==> src/rtl/fifo_wr_arbiter.sv <==
`default_nettype none
// ============================================================================
// Module      : fifo_wr_arbiter
// Description : Round-robin arbiter for the write port of the dual-clock FIFO.
//               Grants one requester at a time for a burst of up to MAX_BURST
//               words. Writes are held off while the FIFO reports Full, and
//               each accepted word is acknowledged to its requester.
//               Optional statistics counters: define FIFO_WR_ARB_STATS_EN.
// Revision    : 1.0 - initial release
// ============================================================================
module fifo_wr_arbiter #(
  parameter int N_REQ     = 4,
  parameter int DATA_W    = 8,
  parameter int MAX_BURST = 4,
  parameter int ID_W      = $clog2(N_REQ)
) (
  input  logic                      wCLK,
  input  logic                      wrst_n,
  input  logic [N_REQ-1:0]          req,
  input  logic [N_REQ*DATA_W-1:0]   din,
  output logic [N_REQ-1:0]          gnt,
  output logic [N_REQ-1:0]          ack,
  output logic [ID_W-1:0]           owner,
  output logic                      fifo_wr_req,
  output logic [DATA_W-1:0]         fifo_din,
  input  logic                      fifo_full
`ifdef FIFO_WR_ARB_STATS_EN
  ,
  output logic [N_REQ*16-1:0]       stat_words,
  output logic [15:0]               stat_stall
`endif
);

  localparam int              c_CNT_W = (MAX_BURST > 1) ? $clog2(MAX_BURST) : 1;
  localparam logic [0:0]      c_IDLE  = 1'b0;
  localparam logic [0:0]      c_BURST = 1'b1;
  localparam logic [N_REQ-1:0] c_ONE  = {{(N_REQ-1){1'b0}}, 1'b1};
  localparam logic [c_CNT_W-1:0] c_LAST = c_CNT_W'(MAX_BURST - 1);

  logic [0:0]         r_state,     w_state_nxt;
  logic [ID_W-1:0]    r_owner,     w_owner_nxt;
  logic [N_REQ-1:0]   r_gnt,       w_gnt_nxt;
  logic [ID_W-1:0]    r_rr_ptr,    w_rr_nxt;
  logic [c_CNT_W-1:0] r_burst_cnt, w_cnt_nxt;

  logic               w_accept;
  logic               w_end;
  logic [ID_W-1:0]    w_owner_inc;
  logic [ID_W-1:0]    w_scan_base;
  logic [ID_W:0]      w_pick;
  logic               w_pick_vld;
  logic [ID_W-1:0]    w_pick_idx;

  // First set request bit scanning circularly upward from base.
  // Scanning from owner+1 puts the current owner last, so a requester that
  // just finished a full burst only re-wins when nobody else is asking.
  function automatic logic [ID_W:0] f_pick(input logic [N_REQ-1:0] r,
                                           input logic [ID_W-1:0]  base);
    logic [ID_W:0] res;
    int            idx;
    res = '0;
    for (int i = N_REQ - 1; i >= 0; i--) begin
      idx = (int'(base) + i) % N_REQ;
      if (r[idx]) res = {1'b1, ID_W'(idx)};
    end
    return res;
  endfunction

  assign w_owner_inc = (r_owner == ID_W'(N_REQ - 1)) ? '0 : r_owner + 1'b1;
  assign w_scan_base = (r_state == c_BURST) ? w_owner_inc : r_rr_ptr;
  assign w_pick      = f_pick(req, w_scan_base);
  assign w_pick_vld  = w_pick[ID_W];
  assign w_pick_idx  = w_pick[ID_W-1:0];

  assign w_accept = (r_state == c_BURST) & req[r_owner] & r_gnt[r_owner] & ~fifo_full;
  // Burst closes on the last allowed word or when the owner withdraws.
  assign w_end    = (w_accept & (r_burst_cnt == c_LAST)) | ~req[r_owner];

  // State register together with grant bookkeeping.
  always_ff @(posedge wCLK or negedge wrst_n) begin
    if (!wrst_n) begin
      r_state     <= c_IDLE;
      r_owner     <= '0;
      r_gnt       <= '0;
      r_rr_ptr    <= '0;
      r_burst_cnt <= '0;
    end else begin
      r_state     <= w_state_nxt;
      r_owner     <= w_owner_nxt;
      r_gnt       <= w_gnt_nxt;
      r_rr_ptr    <= w_rr_nxt;
      r_burst_cnt <= w_cnt_nxt;
    end
  end

  // Next-state: arbitrate from IDLE, count and close bursts in BURST.
  always_comb begin
    w_state_nxt = r_state;
    w_owner_nxt = r_owner;
    w_gnt_nxt   = r_gnt;
    w_rr_nxt    = r_rr_ptr;
    w_cnt_nxt   = r_burst_cnt;
    case (r_state)
      c_IDLE: begin
        if (w_pick_vld) begin
          w_owner_nxt = w_pick_idx;
          w_gnt_nxt   = c_ONE << w_pick_idx;
          w_cnt_nxt   = '0;
          w_state_nxt = c_BURST;
        end
      end
      c_BURST: begin
        if (w_end) begin
          w_rr_nxt  = w_owner_inc;
          w_cnt_nxt = '0;
          if (w_pick_vld) begin
            w_owner_nxt = w_pick_idx;
            w_gnt_nxt   = c_ONE << w_pick_idx;
          end else begin
            w_gnt_nxt   = '0;
            w_state_nxt = c_IDLE;
          end
        end else if (w_accept) begin
          w_cnt_nxt = r_burst_cnt + c_CNT_W'(1);
        end
      end
      default: begin
        w_gnt_nxt   = '0;
        w_state_nxt = c_IDLE;
      end
    endcase
  end

  // Outputs: write strobe, per-requester ack and the owner's data word.
  always_comb begin
    ack         = '0;
    fifo_wr_req = w_accept;
    fifo_din    = '0;
    if (w_accept) ack = c_ONE << r_owner;
    if (|r_gnt)   fifo_din = din[int'(r_owner)*DATA_W +: DATA_W];
  end

  assign gnt   = r_gnt;
  assign owner = r_owner;

`ifdef FIFO_WR_ARB_STATS_EN
  logic [N_REQ*16-1:0] r_stat_words;
  logic [15:0]         r_stat_stall;

  // Wrap-around counters: accepted words per requester and Full stall cycles.
  always_ff @(posedge wCLK or negedge wrst_n) begin
    if (!wrst_n) begin
      r_stat_words <= '0;
      r_stat_stall <= '0;
    end else begin
      for (int i = 0; i < N_REQ; i++) begin
        if (ack[i]) r_stat_words[i*16 +: 16] <= r_stat_words[i*16 +: 16] + 16'd1;
      end
      if ((r_state == c_BURST) && req[r_owner] && fifo_full)
        r_stat_stall <= r_stat_stall + 16'd1;
    end
  end

  assign stat_words = r_stat_words;
  assign stat_stall = r_stat_stall;
`endif

endmodule
`default_nettype wire

==> config.mk <==
export PLATFORM = sky130hd
export DESIGN_NAME = fifo_wr_arbiter
export DESIGN_NICKNAME = d
export VERILOG_FILES = /design/src/rtl/fifo_wr_arbiter.sv
export SDC_FILE = /design/constraint.sdc
export NUM_CORES = 1
export LEC_CHECK = 0
export BUFFER_PORTS_ARGS = -buffer_cell sky130_fd_sc_hd__buf_2
export CORE_ASPECT_RATIO = 1.2
export CORE_MARGIN = 5
export CORE_UTILIZATION = 44
export CTS_CLUSTER_SIZE = 10
export DETAILED_ROUTE_END_ITERATION = 10
export PLACE_DENSITY = 0.79
export SLEW_MARGIN = 20
export SYNTH_ARGS = -nofsm -noshare
export SYNTH_HDL_FRONTEND = slang
export SYNTH_SLANG_ARGS = --single-unit
==> constraint.sdc <==
create_clock -name wCLK -period 2.7 [get_ports wCLK]
set_input_delay 0.27 -clock wCLK [delete_from_list [all_inputs] [get_ports wCLK]]
set_output_delay 0.27 -clock wCLK [all_outputs]
set_load 0.03 [all_outputs]
==> reports/summary.json, run 1 <==
{
  "outcome": {
    "run_status": "finished, final reports clean"
  },
  "synth": {
    "synth_adder_area_share_pct": 5.88,
    "synthDistinctLibCells": 35,
    "ys_seq_area_share_pct": 25.9,
    "synth.avg_cell_area_um2": 10.3,
    "synth-edff-count": 0,
    "synth_compound_area_share_pct": 13.9,
    "synthesized_instance_count": 103,
    "synth_mux_area_share_pct": 27.9,
    "synth-main-ff-cell": "sky130_fd_sc_hd__dfrtp_1",
    "synth_xor_area_share_pct": 0,
    "netlist_area_pre_place_um2": 1060,
    "synth-async-reset-ratio_pct": 100,
    "synth_top_family_by_area": "multiplexers",
    "synthSimpleGateAreaFrac_pct": 22.2,
    "ys_warn_count": 0,
    "synth-seq-cells": 11,
    "synth_nets": 147
  },
  "drt": {
    "routed_wirelength_um": 2960,
    "dr.pass1.iters": 4,
    "wl_per_cell_um": 15.2,
    "detail_route.vias_per_cell": 5.48,
    "dr_total_vias": 1064,
    "ant_nets": 0,
    "post-route-drc-count": 0,
    "iteration_0_drc_markers": 15
  },
  "floorplanning": {
    "rows": 19,
    "chipHeight_um": 63.9,
    "fp.dieArea_um2": 3500,
    "die_w_um": 54.9,
    "start_util_pct": 46.1,
    "fp.coreArea_um2": 2310,
    "floorplan.io_pins": 58
  },
  "flow_run": {
    "max-cap-violations": 0
  },
  "timing": {
    "maxSlewHeadroom_pct": 73.9,
    "max_freq_ghz": 0.451,
    "summed_negative_setup_slack_over_all_endpoints_ns": 0,
    "max_slew.worst_pin.slew_ns": 0.391,
    "layout_min_cycle_time_ns": 2.22,
    "finalCritPeriodShare_pct": 82.2,
    "hold_viol_final": 0,
    "holdWs_ns": 0.390,
    "timing_max_transition_violations_final": 0,
    "finClkSkew_ns": 0.00487,
    "rsz0062_at_grt": "no",
    "setup_viol_count_final": 0
  },
  "cts": {
    "numClockSinks": 11,
    "htreeDepth": 1,
    "cts_buffer_depth": 2,
    "worstSkewPairLatency_ns": 0.26,
    "clk_pin_slew_ns": 0.07,
    "cts_post_setup_buffers_inserted": 0,
    "numCtsBuffers": 3,
    "ctsRootBufferMaster": "sky130_fd_sc_hd__clkbuf_4",
    "post_cts_resized": 0,
    "cts_tree": "done"
  },
  "layout": {
    "layout.filler_cells": 207,
    "diodes": 0,
    "layoutNonFillerInstCount": 194,
    "final_nets": 208,
    "commonest_non_fill_non_tap_cells_in_the_layout": "sky130_fd_sc_hd__buf_2, sky130_fd_sc_hd__nor2b_1, sky130_fd_sc_hd__dfrtp_1, sky130_fd_sc_hd__mux4_2, sky130_fd_sc_hd__nor2_1",
    "layout_commonest_cell": "sky130_fd_sc_hd__buf_2",
    "area_growth_pct": 33.2,
    "share_of_final_layout_standard_cells_stronger_than_drive_strength_1_pct": 49.7
  },
  "setup_path": {
    "critical_path.max_fanout": 9,
    "critical_path_arrival_ns": 1.95,
    "rrSetupSlack_ns": 0.54,
    "worst-setup-path-type": "reg2out",
    "timing.critical_path.required_ns": 2.43,
    "worstSetupEndpointType": "primary output",
    "critical_path.reg2reg.startpoint": "owner[1]$_DFFE_PN0P_",
    "cp-start-kind": "register",
    "regToRegEndpoint": "gnt[1]$_DFFE_PN0P_",
    "depth_of_the_worst_register_to_register_path": 7
  },
  "grt": {
    "grt_use_total_pct": 16.8,
    "grt_pass1_vias": 1094,
    "grt_first_pass_wirelength_um": 4440,
    "grt_start_max_net_pins": 12,
    "initial_antenna_violation_count": 0,
    "globalRouteOverflowTotal": 0
  },
  "placement": {
    "numPortBuffers": 57,
    "dp_cells": 189,
    "hpwlAfterDp_um": 2540,
    "gp_routability_congestion": 0.799
  },
  "pwr": {
    "p_leak_nw": 0.699,
    "pwr_density_cell_nw_per_um2": 1130,
    "vdd_drop_max_v": 0.000615
  },
  "hold_path": {
    "min_path_type": "in2async"
  }
}
-- metal layers --
| metal | vias to the layer above | part of all wire [%] | track usage, % |
|---|---|---|---|
| met5 | - | 0 | 0 |
| met4 | 0 | 1.5 | 6.85 |
| met3 | 6 | 14 | 4.19 |
| met2 | 63 | 48 | 31.5 |
| met1 | 483 | 36 | 16.2 |
| li1 | 512 | - | - |
-- critical path, stage by stage (launching register included) --
cell                      delay, ns
sky130_fd_sc_hd__dfrtp_1       0.52
sky130_fd_sc_hd__mux4_2        0.54
sky130_fd_sc_hd__nor2b_1       0.15
sky130_fd_sc_hd__nor2b_4       0.15
sky130_fd_sc_hd__and2_1        0.16
sky130_fd_sc_hd__buf_2         0.17
-- report_power, final --
group,switching [mW],leakage [nW],internal (mW)
registers,0.0865,0.137,0.226
logic,0.662,0.547,0.511
clock network,0.0516,0.0150,0.0571
-- logic make-up after synthesis --
| logic type | Yosys count |
|---|---|
| multiplexers | 18 |
| AND/OR/NAND/NOR | 41 |
| buffers and inverters | 8 |
| AO/OA/AOI/OAI | 20 |
| adder cells (fa/ha/maj) | 5 |
| flip-flops | 11 |
-- state kept, by name (all words and copies together), names as in the netlist --
| name | count |
|---|---|
| r_burst_cnt | 2 |
| gnt | 4 |
| r_state | 1 |
| owner | 2 |
| r_rr_ptr | 2 |
-- cell type report --
cell class / instances / area (µm²) / area share (%)
sequential: 11 / 275 / 19.4
inverter: 2 / 7.51 / 0.530
timing repair buffer: 62 / 325 / 23.0
clock buffer: 4 / 26.3 / 1.86
tap: 31 / 38.8 / 2.74
multi-input combinational: 84 / 743 / 52.5
-- worst max path at each step --
stage | from | to
floorplan | owner[1]$_DFFE_PN0P_ | gnt[1]$_DFFE_PN0P_
global route | owner[0]$_DFFE_PN0P_ | ack[1]
CTS | owner[0]$_DFFE_PN0P_ | ack[2]
detailed placement | owner[1]$_DFFE_PN0P_ | gnt[1]$_DFFE_PN0P_
finish | owner[0]$_DFFE_PN0P_ | ack[1]
global placement | owner[1]$_DFFE_PN0P_ | gnt[1]$_DFFE_PN0P_
-- repair_timing --
item                                   4_1_cts  5_1_grt
hold buffers                                 1        0
endpoints found under the hold margin       11        0
setup endpoints to repair                    0        0
-- stage by stage --
| step | instance area, µm² | util [%] | power [mW] | setup slack (ns) |
|---|---|---|---|---|
| detailed placement | 1380 | 59.8 | 1.49 | 0.553 |
| finish | 1420 | 61.4 | 1.59 | 0.481 |
| CTS | 1420 | 61.4 | 1.61 | 0.464 |
| floorplan | 1060 | - | 1.19 | 0.192 |
| global placement | 1380 | 59.8 | 1.45 | 0.674 |
| global route | 1420 | 61.4 | 1.72 | 0.397 |
-- synthesized netlist by cell type, types with 2 or more instances --
cell | n | area, µm²
sky130_fd_sc_hd__mux2i_1 | 6 | 60.1
sky130_fd_sc_hd__o22ai_1 | 2 | 12.5
sky130_fd_sc_hd__nor2_1 | 9 | 33.8
sky130_fd_sc_hd__nand2_1 | 6 | 22.5
sky130_fd_sc_hd__nand2b_1 | 3 | 18.8
sky130_fd_sc_hd__and2_1 | 4 | 25.0
sky130_fd_sc_hd__nand4_1 | 2 | 12.5
sky130_fd_sc_hd__a22o_1 | 2 | 17.5
sky130_fd_sc_hd__o21ai_0 | 2 | 10.0
sky130_fd_sc_hd__buf_2 | 3 | 15.0
sky130_fd_sc_hd__ha_1 | 5 | 62.6
sky130_fd_sc_hd__a21o_1 | 2 | 15.0
sky130_fd_sc_hd__inv_1 | 2 | 7.51
sky130_fd_sc_hd__a21oi_1 | 2 | 10.0
sky130_fd_sc_hd__nor2b_1 | 11 | 68.8
sky130_fd_sc_hd__mux4_2 | 9 | 203
sky130_fd_sc_hd__o21ai_1 | 3 | 15.0
sky130_fd_sc_hd__dfrtp_1 | 11 | 275
sky130_fd_sc_hd__mux2_2 | 3 | 33.8
No activity file was read; power rests on OpenSTA's default activity.
==> run 2: changes to the inputs <==
--- a/config.mk
+++ b/config.mk
@@ -5,13 +5,14 @@
 export SDC_FILE = /design/constraint.sdc
 export NUM_CORES = 1
 export LEC_CHECK = 0
+export ABC_AREA = 1
 export BUFFER_PORTS_ARGS = -buffer_cell sky130_fd_sc_hd__buf_2
 export CORE_ASPECT_RATIO = 1.2
 export CORE_MARGIN = 5
 export CORE_UTILIZATION = 44
 export CTS_CLUSTER_SIZE = 10
 export DETAILED_ROUTE_END_ITERATION = 10
-export PLACE_DENSITY = 0.79
+export PLACE_DENSITY = 0.75
 export SLEW_MARGIN = 20
 export SYNTH_ARGS = -nofsm -noshare
 export SYNTH_HDL_FRONTEND = slang
==> constraint.sdc (replaced) <==
create_clock -name wCLK -period 2.32 [get_ports wCLK]
set_input_delay 0.232 -clock wCLK [delete_from_list [all_inputs] [get_ports wCLK]]
set_output_delay 0.232 -clock wCLK [all_outputs]
set_load 0.03 [all_outputs]
==> run 2 against run 1 <==
Utilization decreased by 1.6 points. Flip-flop and latch count stayed put. Area after synthesis grew 22%. Via count grew 47%. Non-clock buffer count is 2 higher. Wire length up 25%. Final cell count increased by 65%. Sequential share of layout area fell by 3.0 points. Worst setup slack got worse by 0.27 ns. Critical path type unchanged. Largest cell class unchanged. Synthesized cell count grew 120%. Critical path depth rose by 6.
==> reports/summary.json, run 2 <==
{
  "drt": {
    "wl_per_cell": {"value": 11.5, "unit": "µm", "change": "-25%"},
    "detail_route.vias_per_cell": {"value": 4.88, "change": "-11%"},
    "dr_total_vias": {"value": 1568, "change": "+47%"},
    "iteration_0_drc_markers": {"value": 105, "change": "+90"},
    "dr.pass1.iters": {"value": 4, "change": "unchanged"},
    "post-route-drc-count": {"value": 0, "change": "unchanged"},
    "ant_nets": {"value": 0, "change": "unchanged"},
    "routed_wirelength": {"value": 3680, "unit": "µm", "change": "+25%"}
  },
  "grt": {
    "initial_antenna_violation_count": {"value": 0, "change": "unchanged"},
    "grt_use_total": {"value": 17.3, "unit": "%", "change": "+0.51 points"},
    "grt_pass1_vias": {"value": 1351, "change": "+23%"},
    "globalRouteOverflowTotal": {"value": 0, "change": "unchanged"},
    "grt_first_pass_wirelength": {"value": 5780, "unit": "µm", "change": "+30%"},
    "grt_start_max_net_pins": {"value": 23, "change": "+11"}
  },
  "floorplanning": {
    "fp.dieArea": {"value": 4150, "unit": "µm²", "change": "+18%"},
    "start_util": {"value": 46.2, "unit": "%", "change": "+0.12 points"},
    "floorplan.io_pins": {"value": 58, "change": "unchanged"},
    "chipHeight": {"value": 69.5, "unit": "µm", "change": "+8.9%"},
    "rows": {"value": 21, "change": "+2"},
    "fp.coreArea": {"value": 2810, "unit": "µm²", "change": "+22%"},
    "die_w": {"value": 59.6, "unit": "µm", "change": "+8.6%"}
  },
  "setup_path": {
    "worst_path_largest_cell_delay": {"value": 0.42, "unit": "ns", "change": "-0.12 ns"},
    "timing.critical_path.required": {"value": 2.09, "unit": "ns", "change": "-0.34 ns"},
    "critical_path.max_fanout": {"value": 22, "change": "+13"},
    "worst-setup-path-type": "reg2out",
    "worstSetupEndpointType": "primary output",
    "critical_path_arrival": {"value": 1.88, "unit": "ns", "change": "-0.07 ns"},
    "cp_cell_sequence": "inv_1 -> buf_8 -> nand2_1 -> nand2_1 -> nand2_1 -> o21ai_2 -> nand2_2 -> nor2_4 -> inv_1 -> nor2_1 -> clkbuf_4",
    "cp_common_cell": "sky130_fd_sc_hd__nand2_1",
    "cp-start-kind": "register",
    "slowest_stage": "sky130_fd_sc_hd__dfrtp_2"
  },
  "layout": {
    "post-route-util": {"value": 59.9, "unit": "%", "change": "-1.6 points"},
    "layout_commonest_cell": "sky130_fd_sc_hd__buf_2",
    "final_nets": {"value": 332, "change": "+60%"},
    "diodes": {"value": 0, "change": "unchanged"},
    "number_of_flip_flops_in_the_largest_register": {"value": 4, "change": "unchanged"},
    "commonest_non_fill_non_tap_cells_in_the_layout": "sky130_fd_sc_hd__buf_2, sky130_fd_sc_hd__nand2_1, sky130_fd_sc_hd__nor2_1, sky130_fd_sc_hd__o21ai_0, sky130_fd_sc_hd__inv_1",
    "area_growth_pct": 29.5,
    "layout.filler_cells": {"value": 294, "change": "+42%"},
    "layoutNonFillerInstCount": {"value": 321, "change": "+65%"},
    "share_of_final_layout_standard_cells_stronger_than_drive_strength_1": {"value": 32.1, "unit": "%", "change": "-18 points"}
  },
  "hold_path": {
    "min_path_type": "in2async"
  },
  "timing": {
    "finalCritPeriodShare_pct": 90.9,
    "maxSlewHeadroom": {"value": 74.6, "unit": "%", "change": "+0.69 points"},
    "layout_min_cycle_time_ns": 2.11,
    "timing_max_transition_violations_final": {"value": 0, "change": "unchanged"},
    "max_slew.worst_pin.slew": {"value": 0.381, "unit": "ns", "change": "-0.0104 ns"},
    "finClkSkew": {"value": 0.00700, "unit": "ns", "change": "+0.00213 ns"},
    "hold_viol_final": {"value": 0, "change": "unchanged"},
    "layout_setup_ws": {"value": 0.211, "unit": "ns", "change": "-0.269 ns"},
    "rsz0062_at_grt": "no",
    "max_freq_ghz": 0.474,
    "setup_viol_count_final": {"value": 0, "change": "unchanged"},
    "summed_negative_setup_slack_over_all_endpoints": {"value": 0, "unit": "ns", "change": "unchanged"}
  },
  "cts": {
    "numCtsBuffers": {"value": 3, "change": "unchanged"},
    "ctsRootBufferMaster": "sky130_fd_sc_hd__clkbuf_4",
    "clk_pin_slew": {"value": 0.08, "unit": "ns", "change": "about the same"},
    "htreeDepth": {"value": 1, "change": "unchanged"},
    "cts_buffer_depth": {"value": 2, "change": "unchanged"},
    "numClockSinks": {"value": 11, "change": "unchanged"},
    "cts_tree": "done",
    "worstSkewPairLatency": {"value": 0.28, "unit": "ns", "change": "+0.02 ns"}
  },
  "synth": {
    "synth_top_area_share": {"value": 21.2, "unit": "%", "change": "-4.7 points"},
    "synth_top_family_by_area": "simple AND/OR/NAND/NOR gates",
    "netlist_area_pre_place": {"value": 1300, "unit": "µm²", "change": "+22%"},
    "ys_warn_count": {"value": 0, "change": "unchanged"},
    "synth_compound_area_share": {"value": 15.7, "unit": "%", "change": "+1.8 points"},
    "netlist.top_cell.by_area": "sky130_fd_sc_hd__dfrtp_1",
    "synth_xor_area_share": {"value": 0, "unit": "%", "change": "unchanged"},
    "synth_adder_area_share": {"value": 4.81, "unit": "%", "change": "-1.1 points"},
    "synth-seq-cells": {"value": 11, "change": "unchanged"},
    "synthesized_instance_count": {"value": 226, "change": "+120%"},
    "synth-async-reset-ratio": {"value": 100, "unit": "%", "change": "unchanged"},
    "synth-main-ff-cell": "sky130_fd_sc_hd__dfrtp_1",
    "yosys.cell_count.top_type": "sky130_fd_sc_hd__nand2_1",
    "synth_nets": {"value": 270, "change": "+84%"},
    "synth_mux_area_share": {"value": 0, "unit": "%", "change": "-28 points"},
    "ys_seq_area_share": {"value": 21.2, "unit": "%", "change": "-4.7 points"},
    "synthSimpleGateAreaFrac": {"value": 47.8, "unit": "%", "change": "+26 points"},
    "most_numerous_cell_types_in_the_synthesized_netlist": "sky130_fd_sc_hd__nand2_1, sky130_fd_sc_hd__nor2_1, sky130_fd_sc_hd__o21ai_0",
    "synth.avg_cell_area": {"value": 5.75, "unit": "µm²", "change": "-44%"},
    "cell_types_with_the_largest_area_share_after_synthesis": "sky130_fd_sc_hd__dfrtp_1, sky130_fd_sc_hd__nand2_1, sky130_fd_sc_hd__nor2_1",
    "synthDistinctLibCells": {"value": 24, "change": "-31%"},
    "synth-edff-count": {"value": 0, "change": "unchanged"}
  },
  "placement": {
    "numPortBuffers": {"value": 57, "change": "unchanged"},
    "gp_routability_congestion": {"value": 0.893, "change": "+12%"},
    "place_worst_setup_slack": {"value": 0.274, "unit": "ns", "change": "-0.279 ns"},
    "dp_cells": {"value": 316, "change": "+67%"},
    "hpwlAfterDp": {"value": 2930, "unit": "µm", "change": "+16%"}
  },
  "outcome": {
    "run_status": "finished, final reports clean"
  },
  "flow_run": {
    "max-cap-violations": {"value": 0, "change": "unchanged"}
  }
}
-- run 2: cell types whose count changed in the layout (fill, tap and decap cells not counted), moves of 9 or more --
| cell | delta |
|---|---|
| sky130_fd_sc_hd__o21ai_0 | +23 |
| sky130_fd_sc_hd__nand3_1 | +14 |
| sky130_fd_sc_hd__nor2b_1 | -11 |
| sky130_fd_sc_hd__nor2_1 | +38 |
| sky130_fd_sc_hd__nand2_2 | +16 |
| sky130_fd_sc_hd__mux4_2 | -9 |
| sky130_fd_sc_hd__nand2_1 | +46 |
| sky130_fd_sc_hd__inv_1 | +20 |
-- run 2: layer usage --
layer | global-route usage (%) | up-vias | part of all wire, %
li1 | - | 834 | -
met4 | 5.91 | 0 | 1.4
met3 | 4.10 | 4 | 13
met2 | 29.4 | 61 | 46
met1 | 20.6 | 669 | 39
met5 | 0 | - | 0
-- run 2: critical path, delay by kind of cell, from the launching register on --
family	cells	cell delay (ns)
flip-flops	1	0.42
AND/OR/NAND/NOR	6	0.52
buffers and inverters	4	0.57
AO/OA/AOI/OAI	1	0.08
-- run 2: final timing paths --
path	startpoint	endpoint	slack (ns)	cells past startpoint
max in group asynchronous	wrst_n	owner[0]$_DFFE_PN0P_	1.77	2
min in group wCLK	fifo_full	r_burst_cnt[0]$_DFFE_PN0P_	0.39	6
worst max-delay path	owner[0]$_DFFE_PN0P_	ack[3]	0.21	11
worst min-delay path	wrst_n	r_burst_cnt[1]$_DFFE_PN0P_	0.33	2
worst max register to register	owner[0]$_DFFE_PN0P_	gnt[2]$_DFFE_PN0P_	0.23	12
worst min register to register	r_burst_cnt[0]$_DFFE_PN0P_	r_burst_cnt[0]$_DFFE_PN0P_	0.51	1
-- run 2: metrics by stage --
stage / instance area, µm² / hold WS [ns]
floorplan: 1300 / -0.0636
global placement: 1630 / 0.114
detailed placement: 1630 / 0.116
CTS: 1670 / 0.350
global route: 1680 / 0.388
finish: 1680 / 0.333
-- run 2: repair_timing --
action,CTS,global route
setup endpoints to repair,0,4
hold buffers,1,0
setup buffers,0,0
resized for setup,0,5
hold endpoints to repair,11,0
-- run 2: layout make-up --
class	count	area, µm²	share of cell area (%)
clock buffer	4	26.3	1.56
inverter	24	92.6	5.50
multi-input combinational	184	895	53.2
sequential	11	277	16.4
tap	34	42.5	2.53
timing repair buffer	64	350	20.8
-- run 2: cells by family (layout without fill, tap and decap cells) --
| logic type | count (synthesis) | after routing |
|---|---|---|
| compound gates | 40 | 40 |
| flops | 11 | 11 |
| buf+inv | 31 | 92 |
| simple gates | 139 | 139 |
| fa+ha+maj | 5 | 5 |
Power of run 2 is not shown: default switching activity piles up to over one toggle a cycle in this logic, so the estimate is an artifact.
